<file path="src/rtl/sdr_disc_pkg.sv">
// Shared constants and types for the discovery reply builder.
// Payload byte offsets, status codes and the one-hot FSM encoding.
package sdr_disc_pkg;

  localparam logic [15:0] OffSeq    = 16'd0;
  localparam logic [15:0] OffStatus = 16'd4;
  localparam logic [15:0] OffMac    = 16'd5;
  localparam logic [15:0] OffBoard  = 16'd11;
  localparam logic [15:0] OffProto  = 16'd12;
  localparam logic [15:0] OffFw     = 16'd13;
  localparam logic [15:0] OffNrx    = 16'd20;

  localparam logic [7:0] StatusIdle    = 8'h02;
  localparam logic [7:0] StatusRunning = 8'h03;

  typedef enum logic [4:0] {
    StIdle    = 5'b00001,
    StAck     = 5'b00010,
    StReq     = 5'b00100,
    StSend    = 5'b01000,
    StRelease = 5'b10000
  } state_e;

endpackage

</file>
<file path="src/rtl/sdr_discovery_reply_if.sv">
// Bundles the sdr_receive handshake, identity/status inputs and the UDP transmit bus.
// master = reply builder, slave = surrounding environment.
interface sdr_discovery_reply_if;
  logic        discovery_reply;
  logic        discovery_ACK;
  logic        sending_sync;
  logic [31:0] sequence_number;
  logic [47:0] local_mac;
  logic        radio_running;
  logic        udp_tx_request;
  logic        udp_tx_enable;
  logic [7:0]  udp_tx_data;
  logic [15:0] udp_tx_length;

  modport master (
    input  discovery_reply, sequence_number, local_mac, radio_running, udp_tx_enable,
    output discovery_ACK, sending_sync, udp_tx_request, udp_tx_data, udp_tx_length
  );

  modport slave (
    output discovery_reply, sequence_number, local_mac, radio_running, udp_tx_enable,
    input  discovery_ACK, sending_sync, udp_tx_request, udp_tx_data, udp_tx_length
  );
endinterface

</file>
<file path="src/rtl/sdr_disc_byte_mux.sv">
// Combinational payload byte selection from the snapshot fields by byte index.
// The parent registers the result.
module sdr_disc_byte_mux
  import sdr_disc_pkg::*;
#(
  parameter logic [7:0] BOARD_ID         = 8'h0A,
  parameter logic [7:0] PROTOCOL_VERSION = 8'd38,
  parameter logic [7:0] FW_VERSION       = 8'd10,
  parameter logic [7:0] NUM_RX           = 8'd2
) (
  input  logic [15:0] idx_i,
  input  logic [31:0] seq_i,
  input  logic [47:0] mac_i,
  input  logic [7:0]  status_i,
  output logic [7:0]  byte_o
);

  logic [15:0] seq_off;
  logic [15:0] mac_off;
  logic [31:0] seq_sh;
  logic [47:0] mac_sh;

  always_comb begin
    seq_off = idx_i - OffSeq;
    mac_off = idx_i - OffMac;
    // MSB-first fields: shift the wanted byte up into the top lane
    seq_sh  = seq_i << {seq_off[1:0], 3'b000};
    mac_sh  = mac_i << {mac_off[2:0], 3'b000};
    byte_o  = 8'h00;
    if (idx_i < OffStatus)       byte_o = seq_sh[31:24];
    else if (idx_i == OffStatus) byte_o = status_i;
    else if (idx_i < OffBoard)   byte_o = mac_sh[47:40];
    else if (idx_i == OffBoard)  byte_o = BOARD_ID;
    else if (idx_i == OffProto)  byte_o = PROTOCOL_VERSION;
    else if (idx_i == OffFw)     byte_o = FW_VERSION;
    else if (idx_i == OffNrx)    byte_o = NUM_RX;
  end

endmodule

</file>
<file path="src/rtl/sdr_discovery_reply.sv">
// Protocol-2 discovery reply builder: four-phase ACK to sdr_receive, snapshot, byte streaming.
// Optional macro SDR_DISC_RUNNING_STATUS_EN reports radio_running in the status byte.
module sdr_discovery_reply
  import sdr_disc_pkg::*;
#(
  parameter logic [7:0]  BOARD_ID         = 8'h0A,
  parameter logic [7:0]  PROTOCOL_VERSION = 8'd38,
  parameter logic [7:0]  FW_VERSION       = 8'd10,
  parameter logic [7:0]  NUM_RX           = 8'd2,
  parameter logic [15:0] REPLY_LEN        = 16'd60,
  parameter logic [15:0] GRANT_TIMEOUT    = 16'd50000
) (
  input  logic                  tx_clock,
  input  logic                  reset,
  sdr_discovery_reply_if.master bus
);

  state_e      state_q, state_d;
  logic        sync1_q, req_s_q;
  logic        ack_q, ack_d;
  logic        sync_q, sync_d;
  logic        req_q, req_d;
  logic [15:0] idx_q, idx_d;
  logic [15:0] cnt_q, cnt_d;
  logic [31:0] seq_q, seq_d;
  logic [47:0] mac_q, mac_d;
  logic [7:0]  status_q, status_d;
  logic [7:0]  data_q, data_d;
  logic [7:0]  mux_byte;
  logic [7:0]  status_now;

`ifdef SDR_DISC_RUNNING_STATUS_EN
  assign status_now = bus.radio_running ? StatusRunning : StatusIdle;
`else
  assign status_now = StatusIdle;
`endif

  // Mux is driven by the next index so data_q always matches idx_q.
  sdr_disc_byte_mux #(
    .BOARD_ID         (BOARD_ID),
    .PROTOCOL_VERSION (PROTOCOL_VERSION),
    .FW_VERSION       (FW_VERSION),
    .NUM_RX           (NUM_RX)
  ) u_byte_mux (
    .idx_i    (idx_d),
    .seq_i    (seq_q),
    .mac_i    (mac_q),
    .status_i (status_q),
    .byte_o   (mux_byte)
  );

  always_comb begin
    state_d  = state_q;
    ack_d    = ack_q;
    sync_d   = sync_q;
    req_d    = req_q;
    idx_d    = idx_q;
    cnt_d    = cnt_q;
    seq_d    = seq_q;
    mac_d    = mac_q;
    status_d = status_q;
    unique case (state_q)
      StIdle: begin
        if (req_s_q && !ack_q) begin
          ack_d    = 1'b1;
          sync_d   = 1'b1;
          seq_d    = bus.sequence_number;
          mac_d    = bus.local_mac;
          status_d = status_now;
          state_d  = StAck;
        end
      end
      StAck: begin
        req_d   = 1'b1;
        idx_d   = 16'd0;
        cnt_d   = 16'd0;
        state_d = StReq;
      end
      StReq: begin
        if (bus.udp_tx_enable) begin
          idx_d   = 16'd1;
          state_d = StSend;
        end else if (cnt_q == GRANT_TIMEOUT - 16'd1) begin
          req_d   = 1'b0;
          sync_d  = 1'b0;
          state_d = StRelease;
        end else begin
          cnt_d = cnt_q + 16'd1;
        end
      end
      StSend: begin
        if (bus.udp_tx_enable) begin
          if (idx_q == REPLY_LEN - 16'd1) begin
            req_d   = 1'b0;
            sync_d  = 1'b0;
            idx_d   = 16'd0;
            state_d = StRelease;
          end else begin
            idx_d = idx_q + 16'd1;
          end
        end
      end
      StRelease: begin
        if (!req_s_q) begin
          ack_d   = 1'b0;
          state_d = StIdle;
        end
      end
      default: state_d = StIdle;
    endcase
    data_d = req_d ? mux_byte : 8'h00;
  end

  always_ff @(posedge tx_clock or posedge reset) begin
    if (reset) begin
      state_q  <= StIdle;
      sync1_q  <= 1'b0;
      req_s_q  <= 1'b0;
      ack_q    <= 1'b0;
      sync_q   <= 1'b0;
      req_q    <= 1'b0;
      idx_q    <= 16'd0;
      cnt_q    <= 16'd0;
      seq_q    <= 32'd0;
      mac_q    <= 48'd0;
      status_q <= 8'd0;
      data_q   <= 8'd0;
    end else begin
      state_q  <= state_d;
      sync1_q  <= bus.discovery_reply;
      req_s_q  <= sync1_q;
      ack_q    <= ack_d;
      sync_q   <= sync_d;
      req_q    <= req_d;
      idx_q    <= idx_d;
      cnt_q    <= cnt_d;
      seq_q    <= seq_d;
      mac_q    <= mac_d;
      status_q <= status_d;
      data_q   <= data_d;
    end
  end

  assign bus.discovery_ACK  = ack_q;
  assign bus.sending_sync   = sync_q;
  assign bus.udp_tx_request = req_q;
  assign bus.udp_tx_data    = data_q;
  assign bus.udp_tx_length  = req_q ? REPLY_LEN : 16'd0;

endmodule

</file>
<file path="src/flat_wrapper.sv">
// flat-port wrapper written by rule: the top's interface ports become plain ports
module sdr_discovery_reply_flat import sdr_disc_pkg::*;
#(
  parameter logic [7:0]  BOARD_ID         = 8'h0A,
  parameter logic [7:0]  PROTOCOL_VERSION = 8'd38,
  parameter logic [7:0]  FW_VERSION       = 8'd10,
  parameter logic [7:0]  NUM_RX           = 8'd2,
  parameter logic [15:0] REPLY_LEN        = 16'd60,
  parameter logic [15:0] GRANT_TIMEOUT    = 16'd50000
)
  (tx_clock, reset, bus_discovery_reply, bus_sequence_number, bus_local_mac, bus_radio_running, bus_udp_tx_enable, bus_discovery_ACK, bus_sending_sync, bus_udp_tx_request, bus_udp_tx_data, bus_udp_tx_length);
  sdr_discovery_reply_if bus_i ();
  input  logic tx_clock;
  input  logic reset;
  input wire logic [$bits(bus_i.discovery_reply)-1:0] bus_discovery_reply;
  input wire logic [$bits(bus_i.sequence_number)-1:0] bus_sequence_number;
  input wire logic [$bits(bus_i.local_mac)-1:0] bus_local_mac;
  input wire logic [$bits(bus_i.radio_running)-1:0] bus_radio_running;
  input wire logic [$bits(bus_i.udp_tx_enable)-1:0] bus_udp_tx_enable;
  output wire logic [$bits(bus_i.discovery_ACK)-1:0] bus_discovery_ACK;
  output wire logic [$bits(bus_i.sending_sync)-1:0] bus_sending_sync;
  output wire logic [$bits(bus_i.udp_tx_request)-1:0] bus_udp_tx_request;
  output wire logic [$bits(bus_i.udp_tx_data)-1:0] bus_udp_tx_data;
  output wire logic [$bits(bus_i.udp_tx_length)-1:0] bus_udp_tx_length;
  assign bus_i.discovery_reply = bus_discovery_reply;
  assign bus_i.sequence_number = bus_sequence_number;
  assign bus_i.local_mac = bus_local_mac;
  assign bus_i.radio_running = bus_radio_running;
  assign bus_i.udp_tx_enable = bus_udp_tx_enable;
  assign bus_discovery_ACK = bus_i.discovery_ACK;
  assign bus_sending_sync = bus_i.sending_sync;
  assign bus_udp_tx_request = bus_i.udp_tx_request;
  assign bus_udp_tx_data = bus_i.udp_tx_data;
  assign bus_udp_tx_length = bus_i.udp_tx_length;
  sdr_discovery_reply #(.BOARD_ID(BOARD_ID), .PROTOCOL_VERSION(PROTOCOL_VERSION), .FW_VERSION(FW_VERSION), .NUM_RX(NUM_RX), .REPLY_LEN(REPLY_LEN), .GRANT_TIMEOUT(GRANT_TIMEOUT)) u_core (.tx_clock(tx_clock), .reset(reset), .bus(bus_i));
endmodule
</file>
<file path="config.mk">
export PLATFORM = sky130hd
export DESIGN_NAME = sdr_discovery_reply_flat
export DESIGN_NICKNAME = d
export VERILOG_FILES = /design/src/rtl/sdr_disc_pkg.sv /design/src/rtl/sdr_discovery_reply_if.sv /design/src/rtl/sdr_disc_byte_mux.sv /design/src/rtl/sdr_discovery_reply.sv /design/src/flat_wrapper.sv
export SDC_FILE = /design/constraint.sdc
export NUM_CORES = 1
export LEC_CHECK = 0
export ABC_AREA = 1
export CORE_ASPECT_RATIO = 0.8
export CORE_UTILIZATION = 54
export CTS_CLUSTER_SIZE = 40
export DETAILED_ROUTE_END_ITERATION = 6
export PLACE_DENSITY = 0.88
export SYNTH_ARGS = -nofsm -noshare
export SYNTH_HDL_FRONTEND = slang
export SYNTH_SLANG_ARGS = --single-unit
</file>
<file path="constraint.sdc">
create_clock -name tx_clock -period 5.9 [get_ports tx_clock]
set_input_delay 0.885 -clock tx_clock [delete_from_list [all_inputs] [get_ports tx_clock]]
set_output_delay 0.885 -clock tx_clock [all_outputs]
set_load 0.01 [all_outputs]
</file>
==> impl_metrics.yaml, run 1 <==
clock_tree:
  clk_latency_ps: 430
  clkSlewWorstSetupHoldPaths_ps: 60
  post-cts-setup-buffers: 0
  clock_sinks: 131
  cts_tree: "done"
  clockBufferDepth: 2
  cts_hold_buffers: 0
  root_buffer: "clkbuf_16"
  cts_buffers: 17
  cts_resized: 0
  htreeDepth: 4
cells_and_area:
  diodes: 0
  fin_nets: 988
  fill_cells: 896
  multi_input_area_sq_um: 3220
  stdcell_area_sq_um: 8620
  drive_gt1_share_pct: 16.5
  seq_area_sq_um: 3280
  syn2layout_area_growth_pct: 23.8
setup_path:
  r2r_end: "u_core.bus.udp_tx_data[1]"
  path_common_cell: "nand2_1"
  cp-start-kind: "input port"
  worstPathCellList: "clkdlybuf4s50_1 -> inv_2 -> nand4_1 -> nand2_1 -> nor2_1 -> nand2_1 -> nand2_2 -> inv_2 -> ha_1 -> inv_1 -> a21oi_1 -> o21ai_0 -> nand2_1 -> nand2_1 -> a21oi_1 -> nand2_1 -> a21oi_1"
  rr_startpoint: "u_core.state_q[0]"
  cp-end-kind: "flip-flop"
  critical_path.max_fanout: 25
  slowest_delay_ps: 600
  crit_type: "in -> reg"
  arrival_ps: 4450
  crit_slowest_cell: "clkdlybuf4s50_1"
  r2r_setup_slack_ps: 2160
  required_ps: 6240
  reg2reg_depth: 17
power:
  power.density_nw_per_um2: 494
  p_leak_uw: 0.00400
  power_uw: 4260
  irDropWorstVdd_uv: 248
yosys:
  async_flop_share_pct: 100
  synth-xor-area-share_pct: 0.378
  synth_top_family_by_area: "simple AND/OR/NAND/NOR gates"
  synth.distinct_cells: 43
  synth_edf_count: 0
  yosys_warnings: 0
  ys_top_cells_by_count: "169 x nand2_1, 130 x dfrtp_1, 81 x nor2_1"
  synth_compound_gate_area_share_pct: 9.12
  syn-cell-area_sq_um: 6960
  synth_most_common_cell: "nand2_1"
  syn_area_per_cell_sq_um: 8.64
  ys_seq_elements: 131
  synth-adder-area-share_pct: 1.08
  synth-simple-area-share_pct: 24.7
  synth_ff_type: "dfrtp_1"
  synth_mux_area_share_pct: 10.2
  synth_area_leader_cell: "dfrtp_1"
  synth_area_leaders: "dfrtp_1 47%, mux2_2 10%, nand2_1 9.1%, nor2_1 4.4%, nand3_1 4.0%"
  synth_top_area_share_pct: 46.7
  ys_seq_area_share_pct: 47.1
  synth_cells: 805
grt:
  antenna_found_initial: 0
  grt_pass1_vias: 5911
  grt_pass1_wl_um: 28600
  grt_max_degree: 99
  grt_overflow: 0
  grt_usage_pct: 27.7
routing:
  dr.pass1.iters: 5
  postRouteAntennaNets: 0
  post_drt_via_cell_ratio: 5.57
  num_vias: 6022
  drc: 0
  wl_um: 16900
  routedWlPerCell_um: 15.6
  dr.first_iter.drc_count: 636
min_path:
  min_from: "u_core.sync1_q"
  holdPathEnd: "u_core.req_s_q"
  whs_path_depth: 0
  min_path_type: "reg -> reg"
sta:
  period_share_pct: 69.7
  whs_ps: 348
  worstMarginPinSlew_ps: 1130
  setup_tns_ps: 0
  finalHoldViolations: 0
  setup_viol: 0
  slew_violations: 0
  period_needed_ps: 4110
  fin_skew_ps: 12.1
  slew_headroom_pct: 24.4
  max_freq_mhz: 243
  rsz0062_at_grt: "no"
status:
  status: "complete, no violations"
floorplanning:
  start_util_pct: 56.2
  core_area_sq_um: 12400
  die_w_um: 129
  die_h_um: 104
  die_area_sq_um: 13300
  boundaryPins: 112
  num_rows: 36
place:
  place_area_sq_um: 8010
  io_buffers: 98
  hpwl_um: 11500
  gp_congestion: 0.888
run:
  drv_cap: 0
cells in the final DEF, fill, tap and decap left out, types with 2 or more instances in the layout:
master and instances:
a21oi_1 53, buf_4 4, bufinv_16 2, clkbuf_16 17, clkdlybuf4s50_1 98, clkinv_4 2
clkinvlp_4 2, conb_1 12, dfrtp_1 130, ha_1 6, inv_1 64, inv_2 10
inv_6 6, inv_8 2, mux2_2 63, nand2_1 167, nand2_2 16, nand2_4 5
nand3_1 56, nand3_2 3, nand3b_1 4, nand4_1 17, nor2_1 81, nor2_2 9
nor2_4 2, nor3_1 5, nor3_4 2, nor4_1 4, o211a_1 2, o211ai_1 3
o21a_1 5, o21ai_0 34, o21bai_1 2, o22a_1 7, xnor2_1 2
critical path: cells and delay by family:
family,cells,cell delay (ps)
buffers and inverters,4,1490
adders and majority gates,1,470
AOI/OAI and AO/OA,4,650
and+or+nand+nor,8,960
per-layer routing:
metal / vias to the layer above / part of all wire [%] / global-route usage (%)
met5: - / 0 / 0
met4: 0 / 2.7 / 13.4
met3: 46 / 7.4 / 6.66
met2: 283 / 47 / 43.0
met1: 2861 / 42 / 36.3
li1: 2832 / - / -
flip-flops by register name, summed over array words and instances (netlist names):
signal / count
u_core.bus.discovery_ACK: 1
u_core.bus.sending_sync: 1
u_core.bus.udp_tx_data: 8
u_core.bus.udp_tx_request: 1
u_core.cnt_q: 16
u_core.idx_q: 16
u_core.mac_q: 48
u_core.req_s_q: 1
u_core.seq_q: 32
u_core.state_q: 5
u_core.status_q: 1
u_core.sync1_q: 1
through the flow:
| stage | worst slack (ps) | instances | util [%] |
|---|---|---|---|
| after global routing | 1430 | 1081 | 69.6 |
| after global placement | 1640 | 1049 | 64.7 |
| after detailed placement | 1580 | 1049 | 64.7 |
| after CTS | 1920 | 1081 | 69.6 |
| final | 1790 | 1081 | 69.6 |
| after floorplan | 1520 | 816 | - |
report_power, final:
part / internal (uW) / switching, uW
clock network: 648 / 445
logic: 686 / 1030
registers: 1250 / 198
total: 2580 / 1680
kinds of logic (layout without fill, tap and decap cells):
family / Yosys count / in the layout
buffers and inverters: 116 / 210
adders and majority gates: 6 / 6
and+or+nand+nor: 374 / 374
AOI/OAI and AO/OA: 111 / 111
other: 1 / 12
DFF: 131 / 131
xor gates and xnor gates: 3 / 3
muxes: 63 / 63
how the worst max path moves through the flow:
stage | cells past startpoint | to | from
2_1_floorplan | 1 | u_core.bus.discovery_ACK | reset
3_3_place_gp | 17 | u_core.bus.udp_tx_data[1] | bus_udp_tx_enable
3_5_place_dp | 17 | u_core.bus.udp_tx_data[1] | bus_udp_tx_enable
4_1_cts | 17 | u_core.bus.udp_tx_data[1] | bus_udp_tx_enable
5_1_grt | 17 | u_core.bus.udp_tx_data[1] | bus_udp_tx_enable
6_report | 17 | u_core.bus.udp_tx_data[1] | bus_udp_tx_enable
area by class of cell:
class,instances,area share (%)
tap,171,2.48
sequential,131,38.1
clock buffer,18,5.10
timing repair buffer,102,11.7
clock inverter,14,1.95
inverter,76,3.34
multi-input combinational,569,37.4
Note: power is estimated with default switching activity, not from simulation.
==> run 2, diff against run 1 <==
clock period = 3.85 ns   (was 5.9 ns; I/O delays follow)
==> impl_metrics.yaml, run 2 (synthesized netlist as in run 1, its figures left out) <==
power:
  irDropWorstVdd_uv: 439
  power_uw: 6580
  p_sw_share_pct: 39.5
  switchingPower_uw: 2600
  internal-power_uw: 3980
  power.density_nw_per_um2: 757
  clock_power_share_pct: 25.7
  p_comb_share_pct: 40.7
  seq_power_share_pct: 33.6
  p_leak_uw: 0.00404
routing:
  postRouteAntennaNets: 0
  post_drt_via_cell_ratio: 5.51
  drc: 0
  num_vias: 5995
  routedWlPerCell_um: 15.7
  dr.pass1.iters: 5
  wl_um: 17000
  dr.first_iter.drc_count: 517
setup_path:
  critical_path.max_fanout: 27
  arrival_ps: 3480
  slowest_delay_ps: 570
  cp-start-kind: "flip-flop"
  required_ps: 4180
  r2r_setup_slack_ps: 700
  cp-end-kind: "flip-flop"
  crit_type: "reg -> reg"
  worstPathCellList: "nor2_2 -> nand3_2 -> clkinv_1 -> nor2_1 -> nor2_1 -> nand2_1 -> nand2_1 -> buf_4 -> ha_1 -> nand3_1 -> inv_1 -> nand3_1 -> nand4_1 -> a21oi_1"
  crit_slowest_cell: "dfstp_2"
sta:
  fin_skew_ps: 10.1
  finalHoldViolations: 0
  period_needed_ps: 3150
  setup_viol: 0
  period_share_pct: 81.9
  rsz0062_at_grt: "no"
  max_freq_mhz: 317
  slew_violations: 0
  worstMarginPinSlew_ps: 1110
  slew_headroom_pct: 26.1
  setup_tns_ps: 0
floorplanning:
  boundaryPins: 112
  num_rows: 36
  die_w_um: 129
  start_util_pct: 56.2
  die_h_um: 104
  core_area_sq_um: 12400
  die_area_sq_um: 13300
cells_and_area:
  top_regs: "u_core.mac_q (48), u_core.seq_q (32)"
  fill_cells: 859
  top_register: "u_core.mac_q"
  instances_no_fill: 1088
  drive_gt1_share_pct: 17.0
  utilization_pct: 70.2
  layout_common_cells: "168 x nand2_1, 130 x dfrtp_1, 98 x clkdlybuf4s50_1"
  seq_area_sq_um: 3280
  layout_commonest_cell: "nand2_1"
  syn2layout_area_growth_pct: 25.0
  diodes: 0
  fin_nets: 995
  multi_input_area_sq_um: 3220
  largest_register_ffs: 48
clock_tree:
  clockBufferDepth: 2
  htreeDepth: 4
  clkSlewWorstSetupHoldPaths_ps: 60
  root_buffer: "clkbuf_16"
  clock_sinks: 131
  clk_latency_ps: 440
  cts_tree: "done"
  cts_buffers: 17
  post-cts-setup-buffers: 0
  cts_resized: 0
  cts_hold_buffers: 0
min_path:
  min_path_type: "reg -> reg"
run:
  drv_cap: 0
grt:
  grt_max_degree: 99
  grt_pass1_vias: 5869
  grt_overflow: 0
  grt_pass1_wl_um: 28600
  antenna_found_initial: 0
  grt_usage_pct: 27.8
place:
  gp_congestion: 0.897
  hpwl_um: 11400
  dpl.cell_count: 1056
  io_buffers: 98
status:
  status: "complete, no violations"
-- run 2: cell types whose count changed in the layout (fill, tap and decap cells not counted), sizes merged --
cell and delta:
buf +7, clkbuf -1, clkinvlp +1
-- run 2: cell type report --
| class | instances | area share (%) |
|---|---|---|
| Clock buffer | 17 | 4.89 |
| Clock inverter | 15 | 2.11 |
| Inverter | 76 | 3.32 |
| Multi-Input combinational cell | 569 | 37.0 |
| Sequential cell | 131 | 37.7 |
| Tap cell | 171 | 2.46 |
| Timing Repair Buffer | 109 | 12.5 |
-- run 2: metal layers --
layer	GRT usage (%)	vias to the layer above	wire [um]	share of wire, %
met4	10.6	0	322	1.9
met5	0	-	0	0
met1	37.6	2887	7480	44
li1	-	2838	-	-
met3	6.61	33	1080	6.3
met2	43.2	237	8160	48
-- run 2: critical path, delay by kind of cell (launching register included) --
kind | cells | cell delay [ps]
AO/OA/AOI/OAI | 1 | 280
AND/OR/NAND/NOR | 9 | 1290
flip-flops | 1 | 570
adder cells (fa/ha/maj) | 1 | 220
buffers and inverters | 3 | 670
-- run 2: final timing paths --
path | from | cells past startpoint | endpoint
min reg2reg | u_core.sync1_q | 0 | u_core.req_s_q
max | u_core.state_q[0] | 14 | u_core.bus.udp_tx_data[6]
max reg2reg | u_core.state_q[0] | 14 | u_core.bus.udp_tx_data[6]
min | u_core.sync1_q | 0 | u_core.req_s_q
min in group asynchronous | reset | 2 | u_core.bus.sending_sync
max in group asynchronous | reset | 3 | u_core.bus.udp_tx_data[4]
-- run 2: power groups by stage --
| stage | Sequential, uW | Clock (uW) | Combinational (uW) |
|---|---|---|---|
| floorplan | 2140 | 0 | 1860 |
| global placement | 2180 | 0 | 2470 |
| finish | 2210 | 1690 | 2680 |
| detailed placement | 2200 | 0 | 2570 |
| CTS | 2200 | 1710 | 2650 |
| global route | 2260 | 1770 | 2970 |
-- run 2: metrics by stage --
stage | worst slack (ps) | hold WS (ps) | instance area [sq um]
2_1_floorplan | 910 | 331 | 7000
3_3_place_gp | 555 | 332 | 8090
3_5_place_dp | 512 | 348 | 8090
4_1_cts | 753 | 368 | 8700
5_1_grt | 465 | 363 | 8700
6_report | 696 | 358 | 8700
==> run 3, diff against run 2 <==
CORE_UTILIZATION = 49   (was 54)
PLACE_DENSITY = 0.85   (was 0.88)
clock period = 2.6 ns   (was 3.85 ns; I/O delays follow)
==> impl_metrics.yaml, run 3 (synthesized netlist as in run 1, its figures left out) <==
sta:
  worst_slack_ps: -160
  fin_skew_ps: 9.46
  rsz0062_at_grt: "yes"
  whs_ps: 371
  finalHoldViolations: 0
  slew_headroom_pct: 54.0
  max_freq_mhz: 362
  period_needed_ps: 2760
  setup_viol: 7
  worstMarginPinSlew_ps: 690
  slew_violations: 0
  period_share_pct: 106
place:
  io_buffers: 98
  place_area_sq_um: 8480
  gp_congestion: 0.858
  dpl.cell_count: 1114
  hpwl_um: 11600
  pre_cts_slack_ps: -363
power:
  p_leak_uw: 0.00437
  power_uw: 10400
  internal-power_uw: 6310
  seq_power_share_pct: 31.4
  clock_power_share_pct: 22.2
  p_sw_share_pct: 39.6
  irDropWorstVdd_uv: 713
  power.density_nw_per_um2: 1110
  p_comb_share_pct: 46.4
  switchingPower_uw: 4130
clock_tree:
  htreeDepth: 4
  root_buffer: "clkbuf_16"
  clock_sinks: 131
  clk_latency_ps: 430
  clkSlewWorstSetupHoldPaths_ps: 60
  clockBufferDepth: 2
  cts_buffers: 17
  cts_tree: "done"
cells_and_area:
  layout_commonest_cell: "nand2_1"
  fin_nets: 1058
  layout_common_cells: "158 x nand2_1, 128 x dfrtp_1, 97 x clkdlybuf4s50_1"
  instances_no_fill: 1159
  largest_register_ffs: 48
  diodes: 0
  top_register: "u_core.mac_q"
  drive_gt1_share_pct: 27.3
  stdcell_area_sq_um: 9420
  syn2layout_area_growth_pct: 35.4
  top_regs: "u_core.mac_q (48), u_core.seq_q (32)"
setup_path:
  worstPathCellList: "nor2_4 -> nand3_4 -> buf_6 -> nand2_2 -> nor2_2 -> nand2_1 -> nand2_2 -> inv_2 -> buf_4 -> ha_1 -> inv_1 -> nor2_1 -> nand3_1 -> o21ai_0 -> nand3_1 -> a21oi_1"
  arrival_ps: 3100
  slowest_delay_ps: 410
  r2r_end: "u_core.bus.udp_tx_data[3]"
  cp-start-kind: "flip-flop"
  crit_slowest_cell: "dfrtp_1"
  rr_startpoint: "u_core.state_q[1]"
  crit_start: "u_core.state_q[1]"
  reg2reg_depth: 16
  required_ps: 2940
  cp-end-kind: "flip-flop"
  crit_type: "reg -> reg"
  critical_path.max_fanout: 24
  r2r_setup_slack_ps: -160
routing:
  routedWlPerCell_um: 16.3
  dr.first_iter.drc_count: 703
  post_drt_via_cell_ratio: 5.52
  num_vias: 6394
  dr.pass1.iters: 7
  postRouteAntennaNets: 0
  wl_um: 18900
  drc: 0
grt:
  grt_pass1_vias: 5856
  grt_pass1_wl_um: 28100
  antenna_found_initial: 0
  grt_max_degree: 132
  grt_overflow: 0
  grt_usage_pct: 24.7
floorplanning:
  num_rows: 38
  die_w_um: 135
  start_util_pct: 50.8
  boundaryPins: 112
  die_h_um: 109
  die_area_sq_um: 14700
  core_area_sq_um: 13700
min_path:
  whs_path_depth: 0
  min_path_type: "reg -> reg"
  holdPathEnd: "u_core.req_s_q"
  min_from: "u_core.sync1_q"
run:
  drv_cap: 0
status:
  status: "complete, but fails checks"
  violations: "setup timing"
run 3: cell count changes in the layout (fill, tap and decap cells not counted), moves of 6 or more:
cell     previous run  this run
buf_4               9        65
a21oi_2             0        10
o21ai_1             0         7
a21oi_1            53        43
buf_6               0         6
inv_1              64        58
o21ai_0            34        27
nor2_4              2         8
nor2_1             81        71
nand2_1           168       158
nand2_2            15        21
run 3: worst max-delay path: cells and delay by family (launching register included):
family,cells,cell delay [ps]
AOI/OAI and AO/OA,2,420
adders and majority gates,1,200
buffers and inverters,4,580
DFF,1,410
and+or+nand+nor,9,1070
run 3: power groups by stage:
stage | clock network, uW | logic (uW) | registers, uW
finish | 2320 | 4840 | 3280
floorplan | 0 | 2770 | 3160
global route | 2420 | 5240 | 3340
detailed placement | 0 | 4040 | 3240
CTS | 2310 | 4230 | 3220
global placement | 0 | 3910 | 3210
run 3: through the flow:
stage          setup TNS, ps  util [%]
2_1_floorplan              0         -
3_3_place_gp           -1880      62.0
3_5_place_dp           -2590      62.0
4_1_cts                    0      66.6
5_1_grt                -1720      68.8
6_report                -432      68.8
run 3: per-layer routing:
metal | track usage (%) | routed length [um]
met5 | 0 | 0
met1 | 33.8 | 8040
met4 | 7.22 | 342
met2 | 39.7 | 9160
met3 | 5.11 | 1310
run 3: final cells by class:
type / instances / area, sq um
Tap cell: 180 / 225
Fill cell: 937 / 4270
Clock inverter: 13 / 138
Sequential cell: 131 / 3280
Inverter: 76 / 294
Clock buffer: 18 / 429
Timing Repair Buffer: 172 / 1600
Multi-Input combinational cell: 569 / 3460
run 3: how the worst max path moves through the flow:
stage                                     end  slack (ps)  cells past startpoint
finish              u_core.bus.udp_tx_data[3]        -160                     16
global placement    u_core.bus.udp_tx_data[0]        -270                     16
floorplan           u_core.bus.udp_tx_data[2]          20                     19
CTS                 u_core.bus.udp_tx_data[6]          10                     17
global route        u_core.bus.udp_tx_data[3]        -310                     16
detailed placement  u_core.bus.udp_tx_data[4]        -360                     14
run 3: repair_timing:
action                                  in CTS  in global routing
hold endpoints to repair                     0                  0
gates resized for setup                      9                 69
cloned                                       0                  1
setup buffers                                3                 10
endpoints found under the setup margin       8                 12
hold buffers                                 0                  0
pin swaps                                    1                 27
